--- src/rtl/serial_subtractor_pkg.sv ---
// Shared definitions for the bit-serial subtractor: FSM encoding and default width.
package serial_subtractor_pkg;

   localparam int DEFAULT_WIDTH = 8;

   // 2'd3 is unused; the FSM falls back to ST_IDLE if it ever appears.
   typedef enum logic [1:0] {
      ST_IDLE  = 2'd0,
      ST_SHIFT = 2'd1,
      ST_DONE  = 2'd2
   } state_t;

endpackage

--- src/rtl/serial_subtractor_full_subtractor.sv ---
// One-bit subtractor cell built from two half subtractors and an OR gate,
// mirroring the half-cell composition of the ripple adder.
module half_subtractor (
   input  logic x,
   input  logic y,
   output logic d,
   output logic bo
);
   assign d  = x ^ y;
   assign bo = ~x & y;
endmodule

module full_subtractor (
   input  logic x,
   input  logic y,
   input  logic z,
   output logic d,
   output logic bo
);
   logic w_d1;
   logic w_b1;
   logic w_b2;

   half_subtractor u_hs_xy (.x(x),    .y(y), .d(w_d1), .bo(w_b1));
   half_subtractor u_hs_z  (.x(w_d1), .y(z), .d(d),    .bo(w_b2));

   assign bo = w_b1 | w_b2;
endmodule

--- src/rtl/serial_subtractor.sv ---
// Bit-serial LSB-first subtractor: diff = a - b - bin over WIDTH shift cycles,
// using a single full_subtractor cell and operand shift registers.
module serial_subtractor
   import serial_subtractor_pkg::*;
#(
   parameter  int WIDTH = DEFAULT_WIDTH,
   localparam int CNT_W = $clog2(WIDTH + 1)
) (
   input  logic             clk,
   input  logic             rst,
   input  logic             start,
   input  logic [WIDTH-1:0] a,
   input  logic [WIDTH-1:0] b,
   input  logic             bin,
   output logic             busy,
   output logic             done,
   output logic [WIDTH-1:0] diff,
   output logic             bout,
   output logic [1:0]       dbg_state
);
   // Handshake: start is honoured only in IDLE, where a/b/bin are captured on
   // that edge; busy covers SHIFT and DONE; done pulses for one cycle when
   // diff/bout are valid, and they stay valid until the next accepted start.

   state_t           r_state;
   state_t           w_state_next;
   logic [WIDTH-1:0] r_a_sh;
   logic [WIDTH-1:0] r_b_sh;
   logic [WIDTH-1:0] r_diff;
   logic             r_borrow;
   logic             r_bout;
   logic [CNT_W-1:0] r_cnt;
   logic             w_d;
   logic             w_bo;
   logic             w_last;

   full_subtractor u_fs (
      .x (r_a_sh[0]),
      .y (r_b_sh[0]),
      .z (r_borrow),
      .d (w_d),
      .bo(w_bo)
   );

   assign w_last = (r_cnt == CNT_W'(WIDTH - 1));

   always_comb begin
      w_state_next = r_state;
      case (r_state)
         ST_IDLE:  if (start) w_state_next = ST_SHIFT;
         ST_SHIFT: if (w_last) w_state_next = ST_DONE;
         ST_DONE:  w_state_next = ST_IDLE;
         default:  w_state_next = ST_IDLE;
      endcase
   end

   always_ff @(posedge clk) begin
      if (rst) r_state <= ST_IDLE;
      else     r_state <= w_state_next;
   end

   always_ff @(posedge clk) begin
      if (rst) begin
         r_a_sh   <= '0;
         r_b_sh   <= '0;
         r_diff   <= '0;
         r_borrow <= 1'b0;
         r_bout   <= 1'b0;
         r_cnt    <= '0;
      end else begin
         case (r_state)
            ST_IDLE: begin
               if (start) begin
                  r_a_sh   <= a;
                  r_b_sh   <= b;
                  r_borrow <= bin;
                  r_cnt    <= '0;
                  r_diff   <= '0;
               end
            end
            ST_SHIFT: begin
               // New bits enter at the MSB so the result is LSB-aligned after WIDTH shifts.
               r_diff   <= {w_d, r_diff[WIDTH-1:1]};
               r_a_sh   <= r_a_sh >> 1;
               r_b_sh   <= r_b_sh >> 1;
               r_borrow <= w_bo;
               r_cnt    <= r_cnt + CNT_W'(1);
               if (w_last) r_bout <= w_bo;
            end
            default: ;
         endcase
      end
   end

   always_comb begin
      busy = 1'b0;
      done = 1'b0;
      case (r_state)
         ST_SHIFT: busy = 1'b1;
         ST_DONE: begin
            busy = 1'b1;
            done = 1'b1;
         end
         default: ;
      endcase
   end

   assign diff      = r_diff;
   assign bout      = r_bout;
   assign dbg_state = r_state;

endmodule
--- config.mk ---
export PLATFORM = sky130hd
export DESIGN_NAME = serial_subtractor
export DESIGN_NICKNAME = d
export VERILOG_FILES = /design/src/rtl/serial_subtractor_pkg.sv /design/src/rtl/serial_subtractor_full_subtractor.sv /design/src/rtl/serial_subtractor.sv
export SDC_FILE = /design/constraint.sdc
export NUM_CORES = 1
export LEC_CHECK = 0
export CAP_MARGIN = 20
export CORE_ASPECT_RATIO = 1.25
export CORE_MARGIN = 2
export CORE_UTILIZATION = 51
export CTS_CLUSTER_DIAMETER = 40
export DETAILED_ROUTE_END_ITERATION = 8
export PLACE_DENSITY_LB_ADDON = 0.25
export SYNTH_ARGS = -nofsm -noshare
export SYNTH_HDL_FRONTEND = slang
export SYNTH_HIERARCHICAL = 1
export SYNTH_SLANG_ARGS = --single-unit
export TNS_END_PERCENT = 30
--- constraint.sdc ---
create_clock -name clk -period 2 [get_ports clk]
set_input_delay 0.2 -clock clk [delete_from_list [all_inputs] [get_ports clk]]
set_output_delay 0.2 -clock clk [all_outputs]
set_load 0.01 [all_outputs]
==> results of run 1 <==
[worst paths after layout]
kind	startpoint	end	slack, ns	depth (start not counted)
worst max-delay path	dbg_state[1]	busy	0.25	3
worst min-delay path	r_b_sh[4]	r_b_sh[4]	0.50	2
worst max register to register	dbg_state[1]	r_cnt[3]	0.33	5
worst min register to register	r_b_sh[4]	r_b_sh[4]	0.50	2
[flip-flops by register name, summed over array words and instances (netlist names)]
| register | count |
|---|---|
| bout | 1 |
| dbg_state | 2 |
| diff | 8 |
| r_a_sh | 8 |
| r_b_sh | 8 |
| r_borrow | 1 |
| r_cnt | 4 |
[per-layer routing]
metal | vias to the layer above | global-route usage
li1 | 704 | -
met1 | 670 | 0.252
met2 | 36 | 0.397
met3 | 6 | 0.0633
met4 | 0 | 0.0823
met5 | - | 0
[synth_stat cells (2+ instances only)]
library cell | number | area, sq um
a211oi_1 | 17 | 128
a21oi_1 | 13 | 65.1
a311oi_1 | 2 | 17.5
a32oi_1 | 9 | 78.8
buf_1 | 2 | 7.51
buf_2 | 4 | 20.0
buf_4 | 3 | 22.5
buf_6 | 2 | 22.5
clkbuf_1 | 6 | 22.5
dfxtp_1 | 32 | 641
ha_1 | 6 | 75.1
inv_1 | 7 | 26.3
mux2i_1 | 24 | 240
nand2_1 | 4 | 15.0
nand2b_1 | 3 | 18.8
nand3_1 | 3 | 15.0
nor2_1 | 18 | 67.6
nor2b_1 | 3 | 18.8
or2_2 | 8 | 50.1
[metrics by stage]
step	hold WS, ns	worst slack (ns)	power [mW]	area (sq um)	util
5_1_grt	0.522	0.196	1.63	2110	0.665
3_5_place_dp	0.491	0.317	1.05	2020	0.637
3_3_place_gp	0.483	0.376	1.04	2020	0.637
2_1_floorplan	0.360	0.298	0.948	1660	-
6_report	0.500	0.252	1.55	2110	0.665
4_1_cts	0.498	0.233	1.56	2110	0.665
[logic make-up (layout without fill, tap and decap cells)]
kind of cell,after synthesis,in the layout,share of synthesized area
flops,32,32,0.385
buf+inv,24,54,0.0729
compound gates,47,47,0.203
mux,25,25,0.151
simple gates,44,44,0.138
fa+ha+maj,6,6,0.0451
xor+xnor,1,1,0.00526
[power by group]
group | leakage [nW] | internal (mW) | switching, mW
sequential | 0.262 | 0.684 | 0.0282
clock | 0.0455 | 0.280 | 0.228
combinational | 0.456 | 0.163 | 0.166
[layout make-up]
cell class                 instances  area (sq um)
multi-input combinational        123           905
fill                             278          1060
sequential                        32           641
clock buffer                       8          90.1
tap                               37          46.3
inverter                           7          26.3
timing repair buffer              39           398
[worst min-delay path, stage by stage (launching register included)]
cell and delay [ns]:
dfxtp_1 0.31, nor2_1 0.09, a211oi_1 0.05
==> results.yml, run 1 <==
timing:
  worst_pin_slew_ns: 0.511
  drv_slew: 0
  tns_ns: 0
  period_share: 0.874
  min_period_ns: 1.75
  hold_viol: 0
  rsz0062_at_grt: "no"
  report.final.setup_viol: 0
  skew_ns: 0.00310
  fmax_mhz: 572
  maxSlewHeadroom: 0.658
clocking:
  htreeDepth: 2
  cts_tree: "built"
  cts_buffer_depth: 2
  cts.clk_slew.worst_paths_ns: 0.06
  post_cts_buffers: 0
  cts_hold_buf: 0
  clock-sinks: 32
  clk_latency_ns: 0.28
  numCtsBuffers: 5
  root_buffer: "clkbuf_8"
  post_cts_resized: 0
critical_path:
  required_ns: 1.80
  crit_type: "flip-flop to output pin"
  crit_path_end_kind: "output pin"
  critical_path.top_delay_family: "buffers and inverters"
  critPathBufInv: 2
  startpoint_type: "flip-flop"
  critPathMaxFanout: 4
  crit_slowest_cell: "clkdlybuf4s50_1"
  cpPeakStageDelay_ns: 0.53
  worstPathArrival_ns: 1.55
  worstPathCellList: "inv_1 > ha_1 > clkdlybuf4s50_1"
floorplan:
  ios: 33
  start_util: 0.526
  rows: 23
  coreArea_sq_um: 3170
  die_y_um: 67.9
  dieArea_sq_um: 3740
  die_width_um: 55.1
drt:
  drt-initial-drc-count: 24
  avgRoutedWirePerCell_um: 15.3
  vias: 1416
  drc: 0
  antenna_left: 0
  wl_met2_um: 1930
  wl_met3_um: 216
  viasPerCell: 5.76
  met1Wirelength_um: 1560
  finalWirelength_um: 3760
  highest_layer: "met4"
  dr.pass1.iters: 4
global_routing:
  antenna_found_initial: 0
  grt_max_degree: 32
  grt_overflow: 0
  track_usage: 0.226
  grt_pass1_wl_um: 6040
  grt_pass1_vias: 1404
logic_synthesis:
  synth_ff_type: "dfxtp_1"
  syn_nets: 205
  ys_types: 32
  synth_area_per_cell_sq_um: 9.30
  synth-edff-count: 0
  synth-async-reset-ratio: 0
  seq_area_frac_synth: 0.385
  syn_inst: 179
  synth_warnings: 6
  synthesis.area_sq_um: 1660
  synth_seq_cells: 32
cells_and_area:
  synthToLayoutAreaGrowth_pct: 26.5
  final_cell_mix: "dfxtp_1, clkdlybuf4s50_1, mux2i_1"
  layout-drive-gt1-share: 0.124
  fin_cells: 246
  layout.nets: 234
  num_antenna_cells: 0
run_status:
  outcome: "complete, no violations"
worst_hold_path:
  hp-class: "flip-flop to flip-flop"
placed_design:
  dpl.cell_count: 238
  place_hpwl_um: 2650
  globalplace.congestion: 0.794
  port_buffers: 32
job:
  maxCapViolCount: 0
power_and_ir_drop:
  worst_ir_drop_vdd_mv: 0.472
  p_leak_nw: 0.764
  power.density_nw_per_um2: 736
(Power assumes the default switching activity.)
==> run 2: changes to the inputs <==
--- a/config.mk
+++ b/config.mk
@@ -7,11 +7,11 @@
 export LEC_CHECK = 0
 export CAP_MARGIN = 20
 export CORE_ASPECT_RATIO = 1.25
-export CORE_MARGIN = 2
 export CORE_UTILIZATION = 51
 export CTS_CLUSTER_DIAMETER = 40
 export DETAILED_ROUTE_END_ITERATION = 8
 export PLACE_DENSITY_LB_ADDON = 0.25
+export SLEW_MARGIN = 5
 export SYNTH_ARGS = -nofsm -noshare
 export SYNTH_HDL_FRONTEND = slang
 export SYNTH_HIERARCHICAL = 1
==> run 2 against run 1 <==
Net effect:
- wire length fell by 3.7%
- die area fell by 6.5%
- sequential share of layout area rose by 0.85 points
- design area fell by 2.7%
- critical path depth did not move
- worst setup slack got worse by 0.10 ns
- hold slack got worse by 0.063 ns
- largest power group unchanged
==> results.yml, run 2 (synthesis results as in run 1) <==
critical_path:
  critical_path.top_delay_family: "buffers and inverters"
  crit_slowest_cell: "clkdlybuf4s50_1"
  required_ns: 1.80
  worstPathArrival_ns: 1.65
  critPathBufInv: 2
  crit_type: "flip-flop to output pin"
  startpoint_type: "flip-flop"
  crit_path_end_kind: "output pin"
  cpPeakStageDelay_ns: 0.53
  critPathMaxFanout: 4
  worstPathCellList: "inv_1 > ha_1 > clkdlybuf4s50_1"
clocking:
  post_cts_resized: 0
  clock-sinks: 32
  clk_latency_ns: 0.34
  root_buffer: "clkbuf_4"
  numCtsBuffers: 5
  htreeDepth: 2
  cts_tree: "built"
  cts_hold_buf: 0
  cts.clk_slew.worst_paths_ns: 0.09
  post_cts_buffers: 0
  cts_buffer_depth: 2
job:
  maxCapViolCount: 0
floorplan:
  coreArea_sq_um: 3030
  start_util: 0.550
  die_y_um: 65.9
  ios: 33
  dieArea_sq_um: 3500
  die_width_um: 53.1
  rows: 22
drt:
  avgRoutedWirePerCell_um: 14.8
  vias: 1414
  finalWirelength_um: 3620
  viasPerCell: 5.80
  drt-initial-drc-count: 31
  dr.pass1.iters: 5
  antenna_left: 0
  drc: 0
power_and_ir_drop:
  worst_ir_drop_vdd_mv: 0.506
  power.density_nw_per_um2: 676
  p_leak_nw: 0.743
timing:
  fmax_mhz: 541
  min_period_ns: 1.85
  tns_ns: 0
  hold_viol: 0
  drv_slew: 0
  skew_ns: 0.00731
  rsz0062_at_grt: "no"
  period_share: 0.925
  worst_pin_slew_ns: 0.403
  finalWorstSetupSlack_ns: 0.151
  maxSlewHeadroom: 0.731
  report.final.setup_viol: 0
global_routing:
  grt_pass1_wl_um: 6000
  gr-usage-met1: 0.247
  track_usage: 0.240
  antenna_found_initial: 0
  top_usage_layer: "met2"
  grt_max_degree: 32
  grt_use_met3: 0.0759
  grt_overflow: 0
  grt_pass1_vias: 1349
  grtUsageMet2: 0.427
placed_design:
  dp_slack_ns: 0.365
  globalplace.congestion: 0.853
  place_hpwl_um: 2550
  port_buffers: 32
cells_and_area:
  num_antenna_cells: 0
  synthToLayoutAreaGrowth_pct: 23.1
  layout.nets: 234
  final_cell_mix: "dfxtp_1, clkdlybuf4s50_1, mux2i_1"
  layout-drive-gt1-share: 0.125
worst_hold_path:
  hp-class: "input port to flip-flop"
run_status:
  outcome: "complete, no violations"
[run 2: changes by cell type in the layout (fill, tap and decap cells not counted), sizes merged]
cell	delta
clkbuf	-2
clkinv	+1
[run 2: final timing paths]
path               endpoint  cells past startpoint  slack [ns]    startpoint
setup / recovery       busy                      3        0.15  dbg_state[1]
hold reg to reg   r_b_sh[4]                      2        0.50     r_b_sh[4]
setup reg to reg   r_cnt[3]                      5        0.36  dbg_state[1]
hold / removal    r_b_sh[7]                      3        0.44          b[7]
[run 2: worst register-to-register path, delay by kind of cell (launching register included)]
family / cells / cell delay (ns)
compound gates: 1 / 0.16
simple gates: 1 / 0.51
fa+ha+maj: 1 / 0.30
buf+inv: 2 / 0.26
flops: 1 / 0.35
[run 2: routing by layer]
layer | share of wire | up-vias
met4 | 0.022 | 0
met1 | 0.42 | 661
met5 | 0 | -
met2 | 0.50 | 42
li1 | - | 704
met3 | 0.054 | 7
[run 2: per-stage QoR]
| stage | instances | hold WS, ns | power, mW | cell area [sq um] | utilization |
|---|---|---|---|---|---|
| 2_1_floorplan | 179 | 0.360 | 0.948 | 1660 | - |
| 3_3_place_gp | 237 | 0.479 | 1.03 | 2000 | 0.661 |
| 3_5_place_dp | 237 | 0.493 | 1.05 | 2000 | 0.661 |
| 4_1_cts | 244 | 0.433 | 1.40 | 2050 | 0.676 |
| 5_1_grt | 244 | 0.429 | 1.47 | 2050 | 0.676 |
| 6_report | 244 | 0.437 | 1.38 | 2050 | 0.676 |
[run 2: layout make-up]
cell class / instances / area [sq um]
multi-input combinational: 123 / 905
sequential: 32 / 641
tap: 36 / 45.0
clock buffer: 6 / 41.3
fill: 263 / 980
timing repair buffer: 39 / 385
clock inverter: 1 / 5.00
inverter: 7 / 26.3
[run 2: power by group]
group | internal [mW] | total, mW | switching, mW
logic | 0.158 | 0.319 | 0.162
registers | 0.683 | 0.713 | 0.0294
clock network | 0.129 | 0.353 | 0.224
==> variant 1 (flow settings as in run 2) <==
Change the package constant `DEFAULT_WIDTH` from 8 to 4.
--- a/src/rtl/serial_subtractor_pkg.sv
+++ b/src/rtl/serial_subtractor_pkg.sv
@@ -2,5 +2,5 @@
 package serial_subtractor_pkg;
 
-   localparam int DEFAULT_WIDTH = 8;
+   localparam int DEFAULT_WIDTH = 4;
 
    // 2'd3 is unused; the FSM falls back to ST_IDLE if it ever appears.
Ports: changed (resized a, b and diff); port bits go from 33 to 21. The function was not compared with the original's and may differ.
==> variant 1 against run 2 <==
Synthesized area is 37% lower. Worst setup slack better by 85 ps. Cell count is 40% lower. Design area decreased by 38%. Sequential power is 41% lower. Wire length down 47%. Total power down 41%. Sequential cell count down 13.
==> variant 1: results (changes against run 2) <==
[synthesis] largest cells by area after synthesis sky130_fd_sc_hd__dfxtp_1 (36%), sky130_fd_sc_hd__a211oi_2 (8.3%), sky130_fd_sc_hd__ha_1 (8.3%)
[grt] GR Util met1 0.2038 [-0.04339]
[grt] met3 demand-to-capacity share in global routing 0.02414 [-0.05172]
[cells_and_area] proportion of cell area occupied by registers 0.3019 [-0.01088]
[synthesis] area fraction in compound gates after synthesis 0.1912 [-0.01180]
[grt] maximum number of pins on one net before global-route repair 20 [-38%]
[run_status] outcome finished, final reports clean
[synthesis] total of flip-flops plus latches after synthesis 19 [-41%]
[synthesis] XOR/XNOR share of the synthesized area 0 [-0.005263]
[placement] total half-perimeter wirelength after legalization and detailed placement 1414 µm [-45%]
[route] sum of routed wire segments on met1 832 µm [-45%]
[power] leak pwr 0.5047 nW [-32%]
[route] met3 WL post-DR 79 µm [-60%]
[grt] met2 GRT Util 0.3535 [-0.07368]
[cells_and_area] fraction of final layout cells with drive strength greater than 1 0.1746 [+0.04960]
[cts] CTS clk-pin slew, worst paths 110 ps [+20 ps]
[cells_and_area] post-layout instance count excluding filler cells 146 [-40%]
[timing] largest clock skew in the final design 6.856 ps [-0.4514 ps]
[synthesis] adder and majority cell fraction of the synthesized area 0.08314 [+0.03802]
[cells_and_area] Layout non-clock buf frac 0.1708 [-0.01735]
[power] proportion of total power due to net switching 0.2943 [-0.005239]
[power] Flop pwr share 0.510 [-0.005]
[synthesis] syn nets 126 [-39%]
[timing] Tightest Pin Transition 501.4 ps [+98.82 ps]
[placement] count of placed standard cells including taps 142 [-40%]
[cells_and_area] Filler Cells Inserted 158 [-40%]
[variant 1: cell types whose count changed after synthesis, moves of 4 or more]
cell,delta
sky130_fd_sc_hd__a211oi_1,-16
sky130_fd_sc_hd__mux2i_1,-16
sky130_fd_sc_hd__dfxtp_1,-13
sky130_fd_sc_hd__nor2_1,-9
sky130_fd_sc_hd__or2_2,-8
sky130_fd_sc_hd__a211oi_2,+7
sky130_fd_sc_hd__clkbuf_1,-5
sky130_fd_sc_hd__nand2_1,+5
sky130_fd_sc_hd__a21oi_1,-4
[variant 1: final timing paths]
kind | from | to | cells after the start
hold / removal | r_b_sh[3] | r_b_sh[3] | 2
hold reg to reg | r_b_sh[3] | r_b_sh[3] | 2
setup reg to reg | dbg_state[1] | r_a_sh[0] | 5
setup / recovery | dbg_state[0] | busy | 3
==> variant 2 (settings of run 2) <==
Without the edit above. Make the reset (`rst`) asynchronous in 2 clocked blocks.
--- a/src/rtl/serial_subtractor.sv
+++ b/src/rtl/serial_subtractor.sv
@@ -55,10 +55,10 @@
    end
 
-   always_ff @(posedge clk) begin
+   always_ff @(posedge clk or posedge rst) begin
       if (rst) r_state <= ST_IDLE;
       else     r_state <= w_state_next;
    end
 
-   always_ff @(posedge clk) begin
+   always_ff @(posedge clk or posedge rst) begin
       if (rst) begin
          r_a_sh   <= '0;
Formal check against the unedited RTL: differs if rst is asserted again (counterexample within 4 cycles, from zero or initial values and one cycle with rst high); with rst held inactive, the same outputs for 10 cycles.
==> variant 2 against run 2 <==
Sequential cell count unchanged. Die area decreased by 9.1%. Hold slack got worse by 200 ps. Wire length decreased by 24%. Worst setup slack got worse by 14 ps. Design area decreased by 4.1%. Synthesized area decreased by 9.4%. Sequential share of layout area increased by 9.5 points.
Power is not compared: it rests on default switching activity, and its combinational part moved more than twofold at a synthesized area within 25%.
==> variant 2: results (changes against run 2) <==
[run_status] outcome finished, final reports clean
[grt] initial antenna violation count 0 [unchanged]
[cts] CTS clk-pin slew, worst paths 100 ps
[cts] clock insertion delay at the later pin of the skew report 340 ps [about the same]
[synthesis] Warnings, synthesis 6 [unchanged]
[timing] headroom to the max-slew limit 0.7340 [+0.003277]
[placement] gp weighted congestion 0.8255 [-3.2%]
[setup_path] standard cell with the maximum stage delay on the critical path sky130_fd_sc_hd__clkdlybuf4s50_1
[synthesis] distinct cell type count after synthesis 27 [-16%]
[cells_and_area] post-layout instance count excluding filler cells 206 [-16%]
[placement] count of placed standard cells including taps 198 [-16%]
[power] leak pwr 0.9050 nW
[grt] via count of the first global-routing pass 1184 [-12%]
[synthesis] Avg Synthesized Cell Area 11.09 µm² [+19%]
[cts] number of H-tree levels 2 [unchanged]
[cts] CTS-repair resized insts 0 [unchanged]
[cells_and_area] Filler Cells Inserted 222 [-16%]
[setup_path] highest net fanout along the worst path 4 [unchanged]
[synthesis] adder and majority cell fraction of the synthesized area 0.04979 [+0.004680]
[cts] Num CTS Buffers 5 [unchanged]
[synthesis] area fraction in compound gates after synthesis 0.1402 [-0.06276]
[synthesis] Post-synth top flop sky130_fd_sc_hd__dfrtp_1
[grt] global-route usage over all layers 0.2121 [-0.02749]
[power] IR drop worst, VDD 0.001048 V
[grt] first-pass GRT wire length 4988 µm [-17%]
[cells_and_area] fraction of final layout cells with drive strength greater than 1 0.09884 [-0.02616]
[hold_path] classification of the worst-slack hold path input port to asynchronous set/reset pin
[synthesis] ys async rst share 1.000 [+1.000]
[synthesis] ranking of synthesized cells by instance count sky130_fd_sc_hd__dfrtp_1 (32), sky130_fd_sc_hd__nand2_1 (19), sky130_fd_sc_hd__o21ai_0 (18)
[synthesis] sequential element share of the synthesized area 0.5311 [+0.1462]
[synthesis] XOR/XNOR share of the synthesized area 0 [-0.005263]
[placement] DP Area 1869 µm² [-6.6%]
[route] drt first-iter violations 13 [-58%]
[placement] worst slack at placement 368.9 ps [+4.361 ps]
[timing] largest clock skew in the final design 11.54 ps [+4.235 ps]
[route] detailed-route wire length 2758 µm [-24%]
[grt] maximum number of pins on one net before global-route repair 48 [+50%]
[setup_path] arrival time reported for the critical path endpoint 1660 ps
[synthesis] syn nets 162 [-21%]
[placement] buffers added on ports 32 [unchanged]
[synthesis] largest cells by area after synthesis sky130_fd_sc_hd__dfrtp_1 (53%), sky130_fd_sc_hd__mux2i_1 (11%), sky130_fd_sc_hd__o21ai_0 (6.0%)
[cts] Max Root-Sink Buffers 2 [unchanged]
[cts] setup bufs post-CTS 0 [unchanged]
[cells_and_area] Antenna Cells 0 [unchanged]
[cts] clock tree root buffer cell sky130_fd_sc_hd__clkbuf_4
[route] drt pass-1 iters 3 [-2]
[route] via total after detailed routing 1056 [-25%]
[placement] total half-perimeter wirelength after legalization and detailed placement 1965 µm [-23%]
[power] power per cell area 1485 nW/µm²
[setup_path] slowest stage delay, CP 530 ps [about the same]
[synthesis] multiplexer share of the synthesized area 0.1212 [-0.02997]
[setup_path] cell family contributing the most delay on the critical path buffers and inverters
## variant 2: cell count changes after synthesis, moves of 8 or more
cell and change:
sky130_fd_sc_hd__a22o_1 +9, sky130_fd_sc_hd__dfxtp_1 -32, sky130_fd_sc_hd__nand2_1 +15, sky130_fd_sc_hd__mux2i_1 -8
sky130_fd_sc_hd__a21oi_1 -12, sky130_fd_sc_hd__dfrtp_1 +32, sky130_fd_sc_hd__a211oi_1 -17, sky130_fd_sc_hd__o21ai_0 +17
sky130_fd_sc_hd__or2_2 -8, sky130_fd_sc_hd__nor2_1 -16, sky130_fd_sc_hd__a32oi_1 -9
## variant 2: path summary, 6_finish.rpt
path / start / endpoint / slack (ps) / depth (start not counted)
max: dbg_state[0] / busy / 140 / 3
max in group asynchronous: rst / dbg_state[1] / 1470 / 3
min in group clk: a[7] / r_a_sh[7] / 430 / 3
min reg2reg: r_a_sh[4] / r_a_sh[4] / 500 / 2
min: rst / diff[0] / 230 / 3
max reg2reg: dbg_state[0] / r_cnt[3] / 350 / 5
## variant 2: metal layers
metal,up-vias,global-route usage,routed length [µm]
met3,6,0.06569,117
met2,19,0.3617,1375
met4,0,0.09028,47
li1,537,-,-
met5,-,0,0
met1,494,0.2395,1217
## variant 2: cells by family after synthesis
family,count (synthesis)
fa+ha+maj,6
flops,32
buf+inv,16
compound gates,32
simple gates,32
mux,18
## variant 2: power breakdown
| part | internal, mW | switching [mW] |
|---|---|---|
| registers | 0.919 | 0.173 |
| logic | 0.639 | 0.631 |
| clock network | 0.332 | 0.223 |
| total | 1.89 | 1.03 |
## variant 2: final cells by class
class,count,area share
clock inverter,1,0.01529
tap,34,0.02166
multi-input combinational,88,0.3223
sequential,32,0.4076
inverter,8,0.01529
clock buffer,7,0.03312
timing repair buffer,36,0.1847
